[src/rtl/uart_pkg.sv]
// rtl/uart_pkg.sv - shared types and helpers for the UART transmit path
// Word-length decode and parity generation used by the TX sequencer.
package uart_pkg;

    typedef enum logic [2:0] {
        IDLE,
        START,
        DATA,
        PARITY,
        STOP
    } tx_state_t;

    typedef logic [1:0] wlen_t;

    function automatic logic [3:0] wlen_bits(input wlen_t w);
        return 4'd5 + {2'b00, w};
    endfunction

    function automatic logic [7:0] wlen_mask(input wlen_t w);
        return 8'hFF >> (2'd3 - w);
    endfunction

    // Even parity makes the total count of ones even, so the bit is the plain XOR.
    function automatic logic parity_calc(input logic [7:0] data, input wlen_t w, input logic even);
        logic x;
        x = ^(data & wlen_mask(w));
        return even ? x : ~x;
    endfunction

endpackage

[src/rtl/uart_tick_counter.sv]
// rtl/uart_tick_counter.sv - loadable down counter with enable and terminal count
// Terminal count fires on an enabled cycle at zero; that cycle never wraps the count.
module uart_tick_counter #(
    parameter int W = 4
) (
    input  logic         clk,
    input  logic         rst_n,
    input  logic         i_load,
    input  logic [W-1:0] i_load_val,
    input  logic         i_en,
    output logic         o_tc
);

    logic [W-1:0] r_count;
    logic         w_zero;

    assign w_zero = (r_count == '0);
    assign o_tc   = w_zero & i_en;

    always_ff @(posedge clk or negedge rst_n) begin
        if (!rst_n) begin
            r_count <= '0;
        end else if (i_load) begin
            r_count <= i_load_val;
        end else if (i_en && !w_zero) begin
            r_count <= r_count - 1'b1;
        end
    end

endmodule

[src/rtl/uart_tx_sequencer.sv]
// rtl/uart_tx_sequencer.sv - UART transmit bit sequencer (start, data, parity, stop)
// Optional line-break control via macro UART_TX_BREAK_EN (adds input brk).
module uart_tx_sequencer
    import uart_pkg::*;
#(
    parameter int OVS = 16,
    parameter int CW  = $clog2(OVS)
) (
    input  logic       clk,
    input  logic       rst_n,
    input  logic       brg_tick,
    input  logic [7:0] tx_data,
    input  logic       tx_valid,
    output logic       tx_ready,
    input  wlen_t      wlen,
    input  logic       par_en,
    input  logic       par_even,
    input  logic       stop2,
`ifdef UART_TX_BREAK_EN
    input  logic       brk,
`endif
    output logic       txd,
    output logic       busy,
    output logic       done
);

    localparam logic [CW-1:0] LP_TICK_LOAD = CW'(OVS - 1);

    tx_state_t   r_state;
    logic        r_txd;
    logic        r_busy;
    logic        r_done;
    logic        r_tx_ready;
    logic [2:0]  r_bitcnt;
    logic [7:0]  r_shift;
    wlen_t       r_wlen;
    logic        r_par_en;
    logic        r_par;
    logic        r_stop2;

    logic        w_brk;
    logic        w_xfer;
    logic        w_tick_tc;
    logic        w_bit_end;
    logic        w_load;

`ifdef UART_TX_BREAK_EN
    assign w_brk = brk;
`else
    assign w_brk = 1'b0;
`endif

    assign w_xfer    = tx_valid & r_tx_ready;
    assign w_bit_end = w_tick_tc & (r_state != IDLE);
    // Every bit boundary starts a fresh OVS-tick bit, including the second stop bit.
    assign w_load    = w_xfer | w_bit_end;

    uart_tick_counter #(
        .W (CW)
    ) u_tick (
        .clk        (clk),
        .rst_n      (rst_n),
        .i_load     (w_load),
        .i_load_val (LP_TICK_LOAD),
        .i_en       (brg_tick),
        .o_tc       (w_tick_tc)
    );

    always_ff @(posedge clk or negedge rst_n) begin
        if (!rst_n) begin
            r_state    <= IDLE;
            r_txd      <= 1'b1;
            r_busy     <= 1'b0;
            r_done     <= 1'b0;
            r_tx_ready <= 1'b1;
            r_bitcnt   <= 3'd0;
            r_shift    <= 8'd0;
            r_wlen     <= 2'd0;
            r_par_en   <= 1'b0;
            r_par      <= 1'b0;
            r_stop2    <= 1'b0;
        end else begin
            r_done <= 1'b0;
            case (r_state)
                IDLE: begin
                    if (w_xfer) begin
                        r_state    <= START;
                        r_txd      <= 1'b0;
                        r_busy     <= 1'b1;
                        r_tx_ready <= 1'b0;
                        r_shift    <= tx_data & wlen_mask(wlen);
                        r_wlen     <= wlen;
                        r_par_en   <= par_en;
                        r_stop2    <= stop2;
                        r_par      <= parity_calc(tx_data, wlen, par_even);
                    end else begin
                        r_txd      <= ~w_brk;
                        r_tx_ready <= ~w_brk;
                    end
                end
                START: begin
                    if (w_bit_end) begin
                        r_state  <= DATA;
                        r_bitcnt <= 3'(wlen_bits(r_wlen) - 4'd1);
                        r_txd    <= r_shift[0];
                    end
                end
                DATA: begin
                    if (w_bit_end) begin
                        r_shift <= {1'b0, r_shift[7:1]};
                        if (r_bitcnt == 3'd0) begin
                            if (r_par_en) begin
                                r_state <= PARITY;
                                r_txd   <= r_par;
                            end else begin
                                r_state  <= STOP;
                                r_txd    <= 1'b1;
                                r_bitcnt <= {2'b00, r_stop2};
                            end
                        end else begin
                            r_bitcnt <= r_bitcnt - 3'd1;
                            r_txd    <= r_shift[1];
                        end
                    end
                end
                PARITY: begin
                    if (w_bit_end) begin
                        r_state  <= STOP;
                        r_txd    <= 1'b1;
                        r_bitcnt <= {2'b00, r_stop2};
                    end
                end
                STOP: begin
                    if (w_bit_end) begin
                        if (r_bitcnt == 3'd0) begin
                            // A pending break takes hold right as the frame completes.
                            r_state    <= IDLE;
                            r_done     <= 1'b1;
                            r_busy     <= 1'b0;
                            r_txd      <= ~w_brk;
                            r_tx_ready <= ~w_brk;
                        end else begin
                            r_bitcnt <= r_bitcnt - 3'd1;
                        end
                    end
                end
                default: r_state <= IDLE;
            endcase
        end
    end

    assign tx_ready = r_tx_ready;
    assign txd      = r_txd;
    assign busy     = r_busy;
    assign done     = r_done;

endmodule
[config.mk]
export PLATFORM = sky130hd
export DESIGN_NAME = uart_tx_sequencer
export DESIGN_NICKNAME = d
export VERILOG_FILES = /design/src/rtl/uart_pkg.sv /design/src/rtl/uart_tick_counter.sv /design/src/rtl/uart_tx_sequencer.sv
export SDC_FILE = /design/constraint.sdc
export NUM_CORES = 1
export LEC_CHECK = 0
export BUFFER_PORTS_ARGS = -buffer_cell sky130_fd_sc_hd__buf_4
export CORE_MARGIN = 2
export CORE_UTILIZATION = 36
export DETAILED_ROUTE_END_ITERATION = 8
export GPL_ROUTABILITY_DRIVEN = 0
export PLACE_DENSITY = 0.68
export SLEW_MARGIN = 10
export SYNTH_ARGS = -nofsm -noshare
export SYNTH_HDL_FRONTEND = slang
export SYNTH_HIERARCHICAL = 1
export SYNTH_SLANG_ARGS = --single-unit
[constraint.sdc]
create_clock -name clk -period 1.68 [get_ports clk]
set_input_delay 0.168 -clock clk [delete_from_list [all_inputs] [get_ports clk]]
set_output_delay 0.168 -clock clk [all_outputs]
set_load 0.01 [all_outputs]
Yosys cells after proc, flatten, opt, wreduce, memory -nomap -nowiden. Index checks and enable logic that the tools add are counted.

Bits in registers: 27. Latch bits: 0. Bits in writable memories: 0. Bits in read-only memories: 0. Input port bits: 17. Output and inout port bits: 4. Logic and storage cells: 96. Memories kept: 0.

Add/sub/neg operators: 5. Multipliers: 0. Divide/modulo/power cells: 0. $lt $le $gt $ge: 0. Eq/ne operators: 13. Shifts and indexed selects: 1. Multiplexer cells: 40. Bitwise logic cells: 6. Reductions and logical operators: 19.

Operator list (number): $mux 3 (15); $mux 8 (2); $ne 2x2->1 const B (8); $pmux 8 s2 (1); $mux 1 (15); $pmux 3 s5 (1); $reduce_and 7->1 (2); $pmux 3 s4 (1); $and 8x8->8 (1); $mux 4 (2); $reduce_xor 8->1 (1); $shr 8x2->8 const A (1); $eq 3x2->1 const B (2); $logic_not 3->1 (2); $reduce_and 3->1 (2); $reduce_and 6->1 (1); $reduce_bool 2->1 (3); $sub 3x1->3 const B (2); $pmux 1 s5 (1); $reduce_bool 5->1 (1); $logic_not 4->1 (1); $pmux 1 s2 (2); $reduce_and 4->1 (1); $reduce_bool 4->1 (1); 13 further kinds (15).

Longest topological paths before layout. Gate-level depths: netlist of the first run.

Depth in word-level cells: 6. Mapped depth: 11. Gate-level depth less buffers: 9.

By module. The synthesis of the first run kept the hierarchy.

Modules (own cells, without submodules): uart_tx_sequencer (times used 1, cells each 162, area an instance 1411.4 µm², seq. area each 578.1 µm²); uart_tick_counter (times used 1, cells each 28, area an instance 250.2 µm², seq. area each 100.1 µm²).

Worst setup path before layout of the first run. No wires, ideal clock.

Path kind: reg2reg. Start: reg u_tick.r_count[0]. End: reg u_tick.r_count[1]. Setup time: 0.069 ns. Arrival time: 1.729 ns. Data required time: 1.611 ns. Path slack: -0.117 ns. Stages on the path, launching flop included: 10. Path buffers: 1. Clock period less this slack: 1.797 ns. Path through: dfrtp_1 inv_1 ha_1 nand2_1 nor3_1 buf_2 o21ai_0 nand2_1 or4_1 nand3_1.

Longest elaborated chain between the ends: 5. Elaborated cells between the ends (all ways): 10. Classes of those cells: add/sub (1); mux (2); bitwise (3); reduce/logical (4).

Ends and longest elaborated chain: from (decl) (RTL line uart_tick_counter.sv:14) `logic [W-1:0] r_count;`; from (signal assigned) (RTL line uart_tick_counter.sv:24) `r_count <= i_load_val;`; from (signal assigned) (RTL line uart_tick_counter.sv:26) `r_count <= r_count - 1'b1;`; $logic_not 4->1 * (RTL line uart_tick_counter.sv:17) `assign w_zero = (r_count == '0);`; $and 1x1->1 * (RTL line uart_tick_counter.sv:18) `assign o_tc = w_zero & i_en;`; via w_tick_tc (RTL line uart_tx_sequencer.sv:43) `logic w_tick_tc;`; $and 1x1->1 * (RTL line uart_tx_sequencer.sv:54) `assign w_bit_end = w_tick_tc & (r_state != IDLE);`; $or 1x1->1 * (RTL line uart_tx_sequencer.sv:56) `assign w_load = w_xfer | w_bit_end;`; via w_load (RTL line uart_tx_sequencer.sv:45) `logic w_load;`; $mux 4 or $reduce_bool 2->1 (tied branches).

Mark *: on every way through the listed nets, which the timed path passes. The rest lies on a longest branch. The select of a mux whose other input is x is not followed. A chain may end at the register's enable or synchronous reset.

Worst setup path after layout of the first run.
Start: reg u_tick.r_count[1]. End: reg r_shift[1].

Longest elaborated chain between the ends: 5.

Ends and longest elaborated chain: $logic_not 4->1 (RTL line uart_tick_counter.sv:17); $and 1x1->1 (RTL line uart_tick_counter.sv:18); via w_tick_tc (RTL line uart_tx_sequencer.sv:43); $and 1x1->1 (RTL line uart_tx_sequencer.sv:54); $ne 2x2->1 (no line); $reduce_and 3->1 (no line); to (signal assigned) (RTL line uart_tx_sequencer.sv:91) `r_shift <= tx_data & wlen_mask(wlen);`; to (signal assigned) (RTL line uart_tx_sequencer.sv:110) `r_shift <= {1'b0, r_shift[7:1]};`; to (decl) (RTL line uart_tx_sequencer.sv:35) `logic [7:0] r_shift;`.

The timed path passes the listed nets, and every way through them passes these cells.

==> impl_results.md, run 1 <==
* Total gr overflow at 0
* Final WL at approximately 3800 µm
* Core area at 4414 µm²
* Starting density of the core at 37.64%
* CTS tree: done
* Final hold vios at 0
* Final WS setup at -0.01510 ns
* Hold path cells at 3
* Tcrit/Tclk final at 100.9%
* Highest clock rate at 0.5899 GHz
* Status: complete, but fails checks
* Post-synthesis register bit count at 27
* Reg2Reg Depth at 11
* Vias in the first global route at 1454
* First-pass GRT wire length at 6444 µm
* Vias at around 1500
* Routed len/inst at approximately 13 µm
* I/O Buffers at 20
* DIE WIDTH at slightly above 70 µm
* RSZ-0062 raised after global routing: true
* H-tree lvl count at 1
* Hold Path Sink: r_stop2
* Via density at 5.129
* Placed inst area at 2028 µm²
* Final #Nets at 263
* Largest net degree at the start of global routing at 28
* Die extent in y at 71.94 µm
* Required time of the critical path at 1.90 ns
* P&R area growth vs syn at 38.03%
* Top FF cell, synth: dfrtp_1
* Critical Path Slowest Stage Cell: dfrtp_1
* Clock-pin slew on the worst setup and hold paths at 0.10 ns
* Post-synth ARST share at 100.0%
* Clock Sinks at 27
* Final ANT Viol Nets at 0
* Mapped Area at roughly 1700 µm²
* Post-synth EDFFs at 0
* Worst Skew at 0.009812 ns
* Clock Latency Late Sink at 0.29 ns
* Worst R2R Setup Slack at -0.02 ns
* Total GRT Usage at 15.65%
* Kind of critical path: reg -> reg
* Hold WS at 0.06356 ns
* CTS buffer count at 3
* CTS Root Cell: clkbuf_8
* Final Critical Period at around 1.7 ns
* Critical path peak fanout at 14
* Largest stage delay on the critical path at 0.40 ns
* Fraction of layout cells with a size suffix above 1 at around two fifths
* Synth unique cells at 47
* DIE AREA at roughly 5200 µm²
* Peak supply drop at roughly 0.63 mV
* CP endpoint kind: register
* Data arrival, critical path at 1.91 ns
* Seq/Total Area, Yosys at 40.81%
* Antenna cells at 0
* First-pass DRT Iterations at 4
* YS warnings at 6
* Crit path buf inv count at 3
* Fill cells at 400
* Syn_area_per_cell at 8.745 µm²
* Critical path startpoint category: register
* Finish-stage setup viols at 4
* Max-slew violations at 0
* Family with the most delay on the worst path: simple AND/OR/NAND/NOR gates
* Failing checks: setup timing
* Dpl hpwl at 2671 µm
* Initial antenna violation count at 0
* Critical path, cell by cell: inv_1 -> ha_2 -> nand2_2 -> nor3_2 -> buf_6 -> nand2_4 -> o21a_1 -> nor3_4 -> buf_12 -> nor2_1 -> a21oi_1
* 1st-iter DRT viols at between 40 and 50
* # DRC at 0
* Max cap viols at 0
* Post-synthesis instance total at 190
* Clock Tree Buf Depth at 2
* Cell Pwr Density at between 1500 and 2000 nW/µm²
* RR Endpoint: r_shift[1]
* Reg-to-reg startpoint: u_tick/r_count[1]
* Finished Cell Area at 2293 µm²
* Std-Cell Rows at 24
* Leak pwr at between 1 and 1.5 nW
* Min-Delay Path Class: in -> reg
* Hold Crit Start: stop2
* I/O pins at 21
==> state kept, by name, summed over array words and instances, names as in the netlist <==
name            count
done                1
r_wlen              2
r_shift             8
r_stop2             1
r_bitcnt            3
r_state             3
busy                1
txd                 1
u_tick/r_count      4
r_par               1
tx_ready            1
r_par_en            1
==> cells in the mapped netlist (3+ instances only) <==
master | count | area (µm²)
nand3_1 | 3 | 15.01
ha_1 | 3 | 37.54
buf_2 | 4 | 20.02
xnor2_1 | 7 | 61.31
mux2i_1 | 5 | 50.05
nor2_1 | 23 | 86.33
a21oi_1 | 19 | 95.09
mux2_2 | 3 | 33.78
dfrtp_1 | 25 | 625.6
o21ai_0 | 13 | 65.06
nor3_1 | 4 | 20.02
nand2b_1 | 4 | 25.02
nor2_2 | 3 | 18.77
inv_1 | 9 | 33.78
nand2_1 | 25 | 93.84
==> per-stage QoR <==
stage | TNS [ns] | utilization (%) | total power, W | cells | setup slack [ns]
floorplan | -0.1009 | - | 0.002392 | 193 | -0.03017
global placement | -0.03486 | 45.95 | 0.003019 | 280 | -0.01447
detailed placement | -0.4755 | 45.95 | 0.003063 | 280 | -0.06110
finish | -0.03596 | 51.96 | 0.003924 | 294 | -0.01510
global route | -1.552 | 51.96 | 0.004255 | 294 | -0.1607
CTS | -0.1308 | 48.61 | 0.003554 | 290 | -0.04882
==> layer usage <==
layer,wire length (µm),global-route usage [%],share of wire [%]
met1,1703,20.44,44
met2,1978,26.75,52
met3,95,1.806,2.5
met4,58,5.870,1.5
met5,0,0,0
==> cell type report <==
cell class | instances | area [µm²] | share of cell area, %
tap | 52 | 65.06 | 2.837
clock inverter | 1 | 5.005 | 0.2182
clock buffer | 3 | 41.29 | 1.800
timing repair buffer | 53 | 429.2 | 18.71
sequential | 27 | 678.2 | 29.57
multi-input combinational | 149 | 1041 | 45.39
inverter | 9 | 33.78 | 1.473
==> timing repair <==
item,CTS,global route
endpoints found under the setup margin,12,17
gates resized for setup,6,29
hold buffers,1,0
pin swaps,2,10
cloned,0,1
hold endpoints to repair,25,0
buffers inserted,5,3
==> power breakdown <==
part	switching, W	internal, W
registers	0.000216	0.000945
clock network	0.000221	0.000167
logic	0.00116	0.00121
==> cell usage in the layout, fill, tap and decap left out, drive strengths merged, types with 2 or more instances in the layout <==
| cell | Yosys | routed |
|---|---|---|
| clkbuf | 1 | 3 |
| nor2b | 2 | 2 |
| a21oi | 19 | 19 |
| nand3 | 3 | 3 |
| or3 | 2 | 2 |
| mux2 | 4 | 4 |
| inv | 9 | 9 |
| ha | 3 | 3 |
| nor3 | 6 | 6 |
| conb | 1 | 4 |
| nor3b | 2 | 2 |
| nand2b | 4 | 4 |
| dfstp | 2 | 2 |
| mux2i | 5 | 5 |
| nand2 | 25 | 25 |
| a31oi | 2 | 2 |
| o21ai | 15 | 15 |
| xnor2 | 7 | 7 |
| nor2 | 26 | 26 |
| dfrtp | 25 | 25 |
| o31ai | 2 | 2 |
| buf | 7 | 52 |
| o21a | 2 | 2 |
==> cells by family after synthesis <==
logic type / synth area share, %
adder cells (fa/ha/maj): 2.259
other: 0.2257
AND/OR/NAND/NOR: 23.27
AO/OA/AOI/OAI: 18.22
flip-flops: 40.81
multiplexers: 5.949
XOR/XNOR: 4.217
buffers and inverters: 5.045
==> worst min-delay path: cells and delay by family <==
family	cells	cell delay (ns)
buffers and inverters	1	0.08
and+or+nand+nor	2	0.08
==> worst max path at each step <==
stage / startpoint / cells after the start / to / slack [ns]
3_3_place_gp: u_tick/r_count[0] / 9 / u_tick/r_count[1] / -0.01
5_1_grt: u_tick/r_count[0] / 11 / r_shift[5] / -0.16
3_5_place_dp: u_tick/r_count[1] / 9 / u_tick/r_count[1] / -0.06
6_report: u_tick/r_count[1] / 11 / r_shift[1] / -0.02
4_1_cts: r_bitcnt[0] / 6 / r_bitcnt[1] / -0.05
2_1_floorplan: u_tick/r_count[0] / 9 / u_tick/r_count[1] / -0.03
Power figures use the tool's default switching activity.
==> run 2, diff against run 1 <==
SYNTH_HIERARCHICAL = unset   (was 1)
==> run 2 against run 1 <==
The run now ends clean. Highest routed layer unchanged. Clock skew down 0.0040 ns. Worst hold slack better by 0.055 ns. Design area down 9.8%. Routed wire length down 16%.
==> impl_results.md, run 2 <==
* Status: finished, final reports clean
* Post-Syn Nets at between 150 and 200
* Hold WS at 0.1182 ns (+0.05467 ns)
* Clock-pin slew on the worst setup and hold paths at 0.09 ns (about the same)
* Clock Latency Late Sink at 0.28 ns (about the same)
* Core area at 4324 µm² (-2.0%)
* Finish-stage setup viols at 0 (-4)
* Final ANT Viol Nets at 0 (unchanged)
* Non-filler cells, final at 253 (-14%)
* Starting density of the core at 37.27% (-0.37 points)
* Critical path, cell by cell: inv_1 -> ha_1 -> nor4bb_4 -> buf_4 -> o21a_2 -> mux2_2
* CP endpoint kind: register
* Hold path cells at 2 (-1)
* Max transition margin at just under 80%
* Initial antenna violation count at 0 (unchanged)
* Tcrit/Tclk final at 97.31% (-3.6 points)
* Top-area cell type share of the netlist area at 38.82% (+1.2 points)
* Critical path peak fanout at 5 (-9)
* Post-synth EDFFs at 0 (unchanged)
* I/O pins at 21 (unchanged)
* Cell Pwr Density at 1086 nW/µm² (-37%)
* DIE AREA at 5028 µm² (-2.8%)
* Seq/Total Area, Yosys at 42.08% (+1.3 points)
* Antenna cells at 0 (unchanged)
* Fraction of layout cells with a size suffix above 1 at 38.31% (-0.53 points)
* Largest net degree at the start of global routing at 28 (unchanged)
* P&R area growth vs syn at 28.34%
* Kind of critical path: reg -> reg
* Vias in the first global route at 1222 (-16%)
* Post-synth ARST share at 100.0% (unchanged)
* Commonest cells in the netlist: 25 x dfrtp_1, 13 x nand2_1, 12 x a21oi_1
* Pre-CTS setup slack at -0.04763 ns (+0.01347 ns)
* 1st-iter DRT viols at 42 (-13%)
* Top reg by flops: r_shift
* Die extent in y at 70.91 µm (-1.4%)
* Critical Path Slowest Stage Cell: dfrtp_1
* Commonest non-fill, non-tap cell in the layout: buf_4
* CTS Root Cell: clkbuf_8
* Critical path startpoint category: register
* Tightest Pin Transition at 0.3402 ns
* Min-Delay Path Class: in -> reg
* Mapped Area at 1612 µm² (-3.0%)
* Final hold vios at 0 (unchanged)
* Max cap viols at 0 (unchanged)
* Reg2Reg Depth at 6 (-5)
* I/O Buffers at 20 (unchanged)
* Max reg flops at 8 (unchanged)
* Hold Crit Start: stop2
* Synth Area in XOR/XNOR at 5.202% (+0.98 points)
* TNS Setup at 0 ns (+0.03596 ns)
* Clock Sinks at 27 (unchanged)
* Hold Path Sink: r_stop2
* Post-Synth Adder-Cell Area at 3.106% (+0.85 points)
* Total GRT Usage at 13.81% (-1.8 points)
* Top-count cell post-synth: dfrtp_1
* Leak pwr at 0.9154 nW (-11%)
* Fill cells at 419 (+4.8%)
* Final Util at 47.83% (-4.1 points)
* Required time of the critical path at 1.85 ns (-0.05 ns)
* Total gr overflow at 0 (unchanged)
* CTS buffer count at 3 (unchanged)
* Synth unique cells at 46 (-2.1%)
* Vias at 1249 (-17%)
* Final #Nets at 223 (-15%)
* Largest stage delay on the critical path at 0.39 ns (about the same)
* Synth area leaders: dfrtp_1 39%, mux2_2 5.6%, a21oi_1 3.7%
* Syn_area_per_cell at 10.14 µm² (+16%)
* First-pass GRT wire length at 5602 µm (-13%)
* DIE WIDTH at 70.91 µm (-1.4%)
* Final WL at 3215 µm (-16%)
* Clock Tree Buf Depth at 2 (unchanged)
* CTS tree: done
* Routed len/inst at 12.71 µm (-2.6%)
* Highest clock rate at 0.6117 GHz (+3.7%)
* Largest registers: r_shift (8), u_tick.r_count (4)
* Max-slew violations at 0 (unchanged)
* Peak supply drop at 0.3828 mV (-39%)
* Total placed cells including tap cells at 242 (-14%)
* First-pass DRT Iterations at 4 (unchanged)
* Dpl hpwl at 2371 µm (-11%)
* Worst Skew at 0.005766 ns (-0.004046 ns)
* RR Endpoint: r_bitcnt[1]
* YS warnings at 0 (-6)
* Top FF cell, synth: dfrtp_1
* Final WS setup at 0.04526 ns (+0.06036 ns)
* Worst R2R Setup Slack at 0.05 ns (+0.06 ns)
* Final Critical Period at 1.635 ns (-0.06036 ns)
* Post-synthesis register bit count at 27 (unchanged)
* # DRC at 0 (unchanged)
* Post-synthesis instance total at 159 (-16%)
* Std-Cell Rows at 24 (unchanged)
* Compound-gate portion of the synthesized area at 18.17% (-0.055 points)
* Multiplexer share of the synthesized area at 9.317% (+3.4 points)
* Via density at 4.937 (-3.8%)
* Most frequent cells in the layout: 44 x buf_4, 23 x dfrtp_1, 13 x nand2_1
* Family with the most delay on the worst path: flip-flops
* Data arrival, critical path at 1.80 ns (-0.11 ns)
* Post-synth top area cell: dfrtp_1
* Crit path buf inv count at 2 (-1)
* H-tree lvl count at 1 (unchanged)
* Reg-to-reg startpoint: u_tick.r_count[0]
* Largest family of logic cells by synthesized area: compound AO/OA/AOI/OAI gates
* Simple-Gate Fraction of Synth Area at 15.68% (-7.6 points)
[run 2: cell types whose count changed after synthesis, sizes merged, moves of 4 or more]
cell   delta
mux2      +4
o21ai     -8
nand2    -12
a21oi     -4
nor3      -5
nor2     -12
[run 2: power by group]
group | total [W] | internal [W] | switching, W | leakage, nW
combinational | 0.000845 | 0.000478 | 0.000368 | 0.570
sequential | 0.00103 | 0.000880 | 0.000149 | 0.323
clock | 0.000370 | 0.000170 | 0.000200 | 0.0228
total | 0.00225 | 0.00153 | 0.000717 | 0.915
[run 2: layout make-up]
cell class                 instances  area, µm²  area share [%]
inverter                          11      41.29           1.996
tap                               52      65.06           3.146
multi-input combinational        114      895.9           43.32
sequential                        27      680.7           32.91
clock buffer                       4      45.04           2.178
timing repair buffer              45      340.3           16.45
[run 2: logic make-up after synthesis]
logic type | Yosys count
AND/OR/NAND/NOR | 46
AO/OA/AOI/OAI | 42
flip-flops | 27
buffers and inverters | 18
multiplexers | 14
XOR/XNOR | 8
adder cells (fa/ha/maj) | 4
[run 2: through the flow]
step                      power [W]  cell area (µm²)
after CTS                  0.002197             1983
after detailed placement   0.001808             1904
after global placement     0.001785             1904
final                      0.002245             2068
after global routing       0.002443             2068
after floorplan            0.001495             1612
[run 2: how the worst max path moves through the flow]
| stage | startpoint | end | slack, ns | cells past startpoint |
|---|---|---|---|---|
| floorplan | u_tick.r_count[0] | r_bitcnt[1] | 0.01 | 6 |
| global placement | r_bitcnt[0] | r_bitcnt[1] | -0.03 | 7 |
| detailed placement | r_bitcnt[1] | r_bitcnt[1] | -0.05 | 7 |
| CTS | u_tick.r_count[0] | r_bitcnt[1] | 0.001 | 6 |
| global route | u_tick.r_count[0] | r_shift[6] | -0.04 | 7 |
| finish | u_tick.r_count[0] | r_bitcnt[1] | 0.05 | 6 |
[run 2: what timing repair did]
| item | 4_1_cts | 5_1_grt |
|---|---|---|
| gates resized for setup | 2 | 13 |
| setup buffers | 2 | 4 |
| hold buffers | 1 | 0 |
| pin swaps | 0 | 2 |
| endpoints found under the hold margin | 25 | 0 |
| endpoints found under the setup margin | 3 | 14 |
[run 2: layer usage]
metal | wire length [µm] | global-route usage (%)
met1 | 1575 | 19.47
met2 | 1515 | 21.60
met3 | 69 | 2.137
met4 | 54 | 5.031
met5 | 0 | 0
==> run 3, diff against run 2 <==
CORE_UTILIZATION = 51   (was 36)
PLACE_DENSITY = 0.87   (was 0.68)
==> run 3 against run 2 <==
Register-to-register slack about the same. Clock skew increased by 0.00074 ns. Sequential power is essentially flat. Worst setup slack lost 0.0035 ns.
==> impl_results.md, run 3 (synthesized netlist as in run 2, its figures left out) <==
* Final Total Pwr at 0.002212 W (-1.5%)
* Critical path, cell by cell: or3b_4 -> a21oi_2 -> o21a_4 -> mux2_2
* Required time of the critical path at 1.90 ns (+0.05 ns)
* Final WS setup at 0.04179 ns (-0.003473 ns)
* # DRC at 0 (unchanged)
* Antenna cells at 0 (unchanged)
* Hold Crit Start: stop2
* Dpl hpwl at 2532 µm (+6.8%)
* Final hold vios at 0 (unchanged)
* Vias at 1317 (+5.4%)
* Crit path buf inv count at 0 (-2)
* Worst R2R Setup Slack at 0.04 ns (about the same)
* Worst Skew at 0.006510 ns (+0.0007447 ns)
* Final WL at 3620 µm (+13%)
* CTS Root Cell: clkbuf_4
* Min-Delay Path Class: in -> reg
* Placed inst area at 1882 µm² (-1.2%)
* Status: finished, final reports clean
* Data arrival, critical path at 1.86 ns (+0.06 ns)
* Clock Tree Buf Depth at 2 (unchanged)
* Core area at 3028 µm² (-30%)
* Routed len/inst at 15.02 µm (+18%)
* Std-Cell Rows at 20 (-17%)
* Clock-pin slew on the worst setup and hold paths at 0.15 ns (+0.06 ns)
* Clock Latency Late Sink at 0.32 ns (+0.04 ns)
* H-tree lvl count at 1 (unchanged)
* DIE WIDTH at 60.21 µm (-15%)
* Top reg by flops: r_shift
* P&R area growth vs syn at 24.38%
* CP startpoint: r_state[2]
* Tcrit/Tclk final at 97.51% (+0.21 points)
* Starting density of the core at 53.22% (+16 points)
* Peak supply drop at 0.5563 mV (+45%)
* Pre-CTS setup slack at -0.09075 ns (-0.04312 ns)
* Max-slew violations at 0 (unchanged)
* Clock Sinks at 27 (unchanged)
* Max reg flops at 8 (unchanged)
* Max transition margin at 63.93% (-13 points)
* TNS Setup at 0 ns (unchanged)
* Finish-stage setup viols at 0 (unchanged)
* Total gr overflow at 0 (unchanged)
* Critical path startpoint category: register
* Fraction of layout cells with a size suffix above 1 at 36.55% (-1.8 points)
* Vias in the first global route at 1326 (+8.5%)
* Finished Cell Area at 2004 µm² (-3.1%)
* Final Critical Period at 1.638 ns (+0.003473 ns)
* I/O Buffers at 20 (unchanged)
* Fill cells at 219 (-48%)
* Highest clock rate at 0.6104 GHz (-0.21%)
* Family with the most delay on the worst path: flip-flops
* Die extent in y at 60.21 µm (-15%)
* Critical path peak fanout at 7 (+2)
* Largest registers: r_shift (8), u_tick.r_count (4)
* Tightest Pin Transition at 0.5343 ns (+0.1941 ns)
* Commonest non-fill, non-tap cell in the layout: buf_4
* CTS buffer count at 3 (unchanged)
* CTS tree: done
* Kind of critical path: reg -> reg
* First-pass GRT wire length at 5727 µm (+2.2%)
* Reg-to-reg startpoint: r_state[2]
* Via density at 5.465 (+11%)
* Final ANT Viol Nets at 0 (unchanged)
* Max cap viols at 0 (unchanged)
* First-pass DRT Iterations at 4 (unchanged)
* Largest net degree at the start of global routing at 28 (unchanged)
* Leak pwr at 0.8771 nW (-4.2%)
* Cell Pwr Density at 1103 nW/µm² (+1.7%)
* 1st-iter DRT viols at 31 (-26%)
* DIE AREA at 3625 µm² (-28%)
* Largest stage delay on the critical path at 0.46 ns (+0.07 ns)
* CP endpoint kind: register
* I/O pins at 21 (unchanged)
* Final #Nets at 219 (-1.8%)
* Most frequent cells in the layout: 39 x buf_4, 24 x dfrtp_1, 12 x nand2_1, 12 x a21oi_1, 11 x nor2_1
* Initial antenna violation count at 0 (unchanged)
* Total GRT Usage at 21.24% (+7.4 points)
* Critical Path Slowest Stage Cell: dfrtp_2
## run 3: changes by cell type in the layout (fill, tap and decap cells not counted), sizes merged
cell	change
buf	-5
clkdlybuf4s15	+1
## run 3: metrics by stage
step	instances	hold WS [ns]	util [%]
final	241	0.07303	66.20
after CTS	238	0.07346	63.76
after global routing	241	0.06083	66.20
after floorplan	159	-0.1276	-
after global placement	233	0.09682	62.15
after detailed placement	233	0.1029	62.15
## run 3: final timing paths
kind / to / depth (start not counted)
worst max register to register: r_bitcnt[1] / 4
worst min register to register: r_par / 2
worst max-delay path: r_bitcnt[1] / 4
worst min-delay path: r_stop2 / 2
max in group asynchronous: txd / 2
min in group asynchronous: r_shift[5] / 2
## run 3: cell type report
class,instances,area (µm²),area share (%)
clock buffers,4,26.28,1.311
inverters,11,41.29,2.060
multi-input cells,114,888.4,44.32
flip-flops and latches,27,679.4,33.90
well taps,44,55.05,2.747
repair buffers,41,314.1,15.67
## run 3: timing repair
item	in CTS	in global routing
gates resized for setup	3	12
hold endpoints to repair	25	0
gates cloned	0	1
buffers inserted	0	2
pin swaps	1	3
hold buffers	1	0
endpoints found under the setup margin	7	16
## run 3: power breakdown
group,total [W],internal [W],switching (W),leakage [nW]
sequential,0.00104,0.000877,0.000161,0.324
combinational,0.000889,0.000473,0.000416,0.538
clock,0.000284,0.0000928,0.000192,0.0150
total,0.00221,0.00144,0.000768,0.877
## run 3: worst register-to-register path, delay by kind of cell, from the launching register on
family           cells  cell delay, ns
flip-flops           1            0.46
AND/OR/NAND/NOR      1            0.41
multiplexers         1            0.34
AO/OA/AOI/OAI        2            0.33
## run 3: routing by layer
layer,vias up,GRT usage [%],wire (µm)
li1,641,-,-
met1,644,25.38,1627
met2,26,39.13,1841
met3,6,2.381,105
met4,0,6.984,45
met5,-,0,0
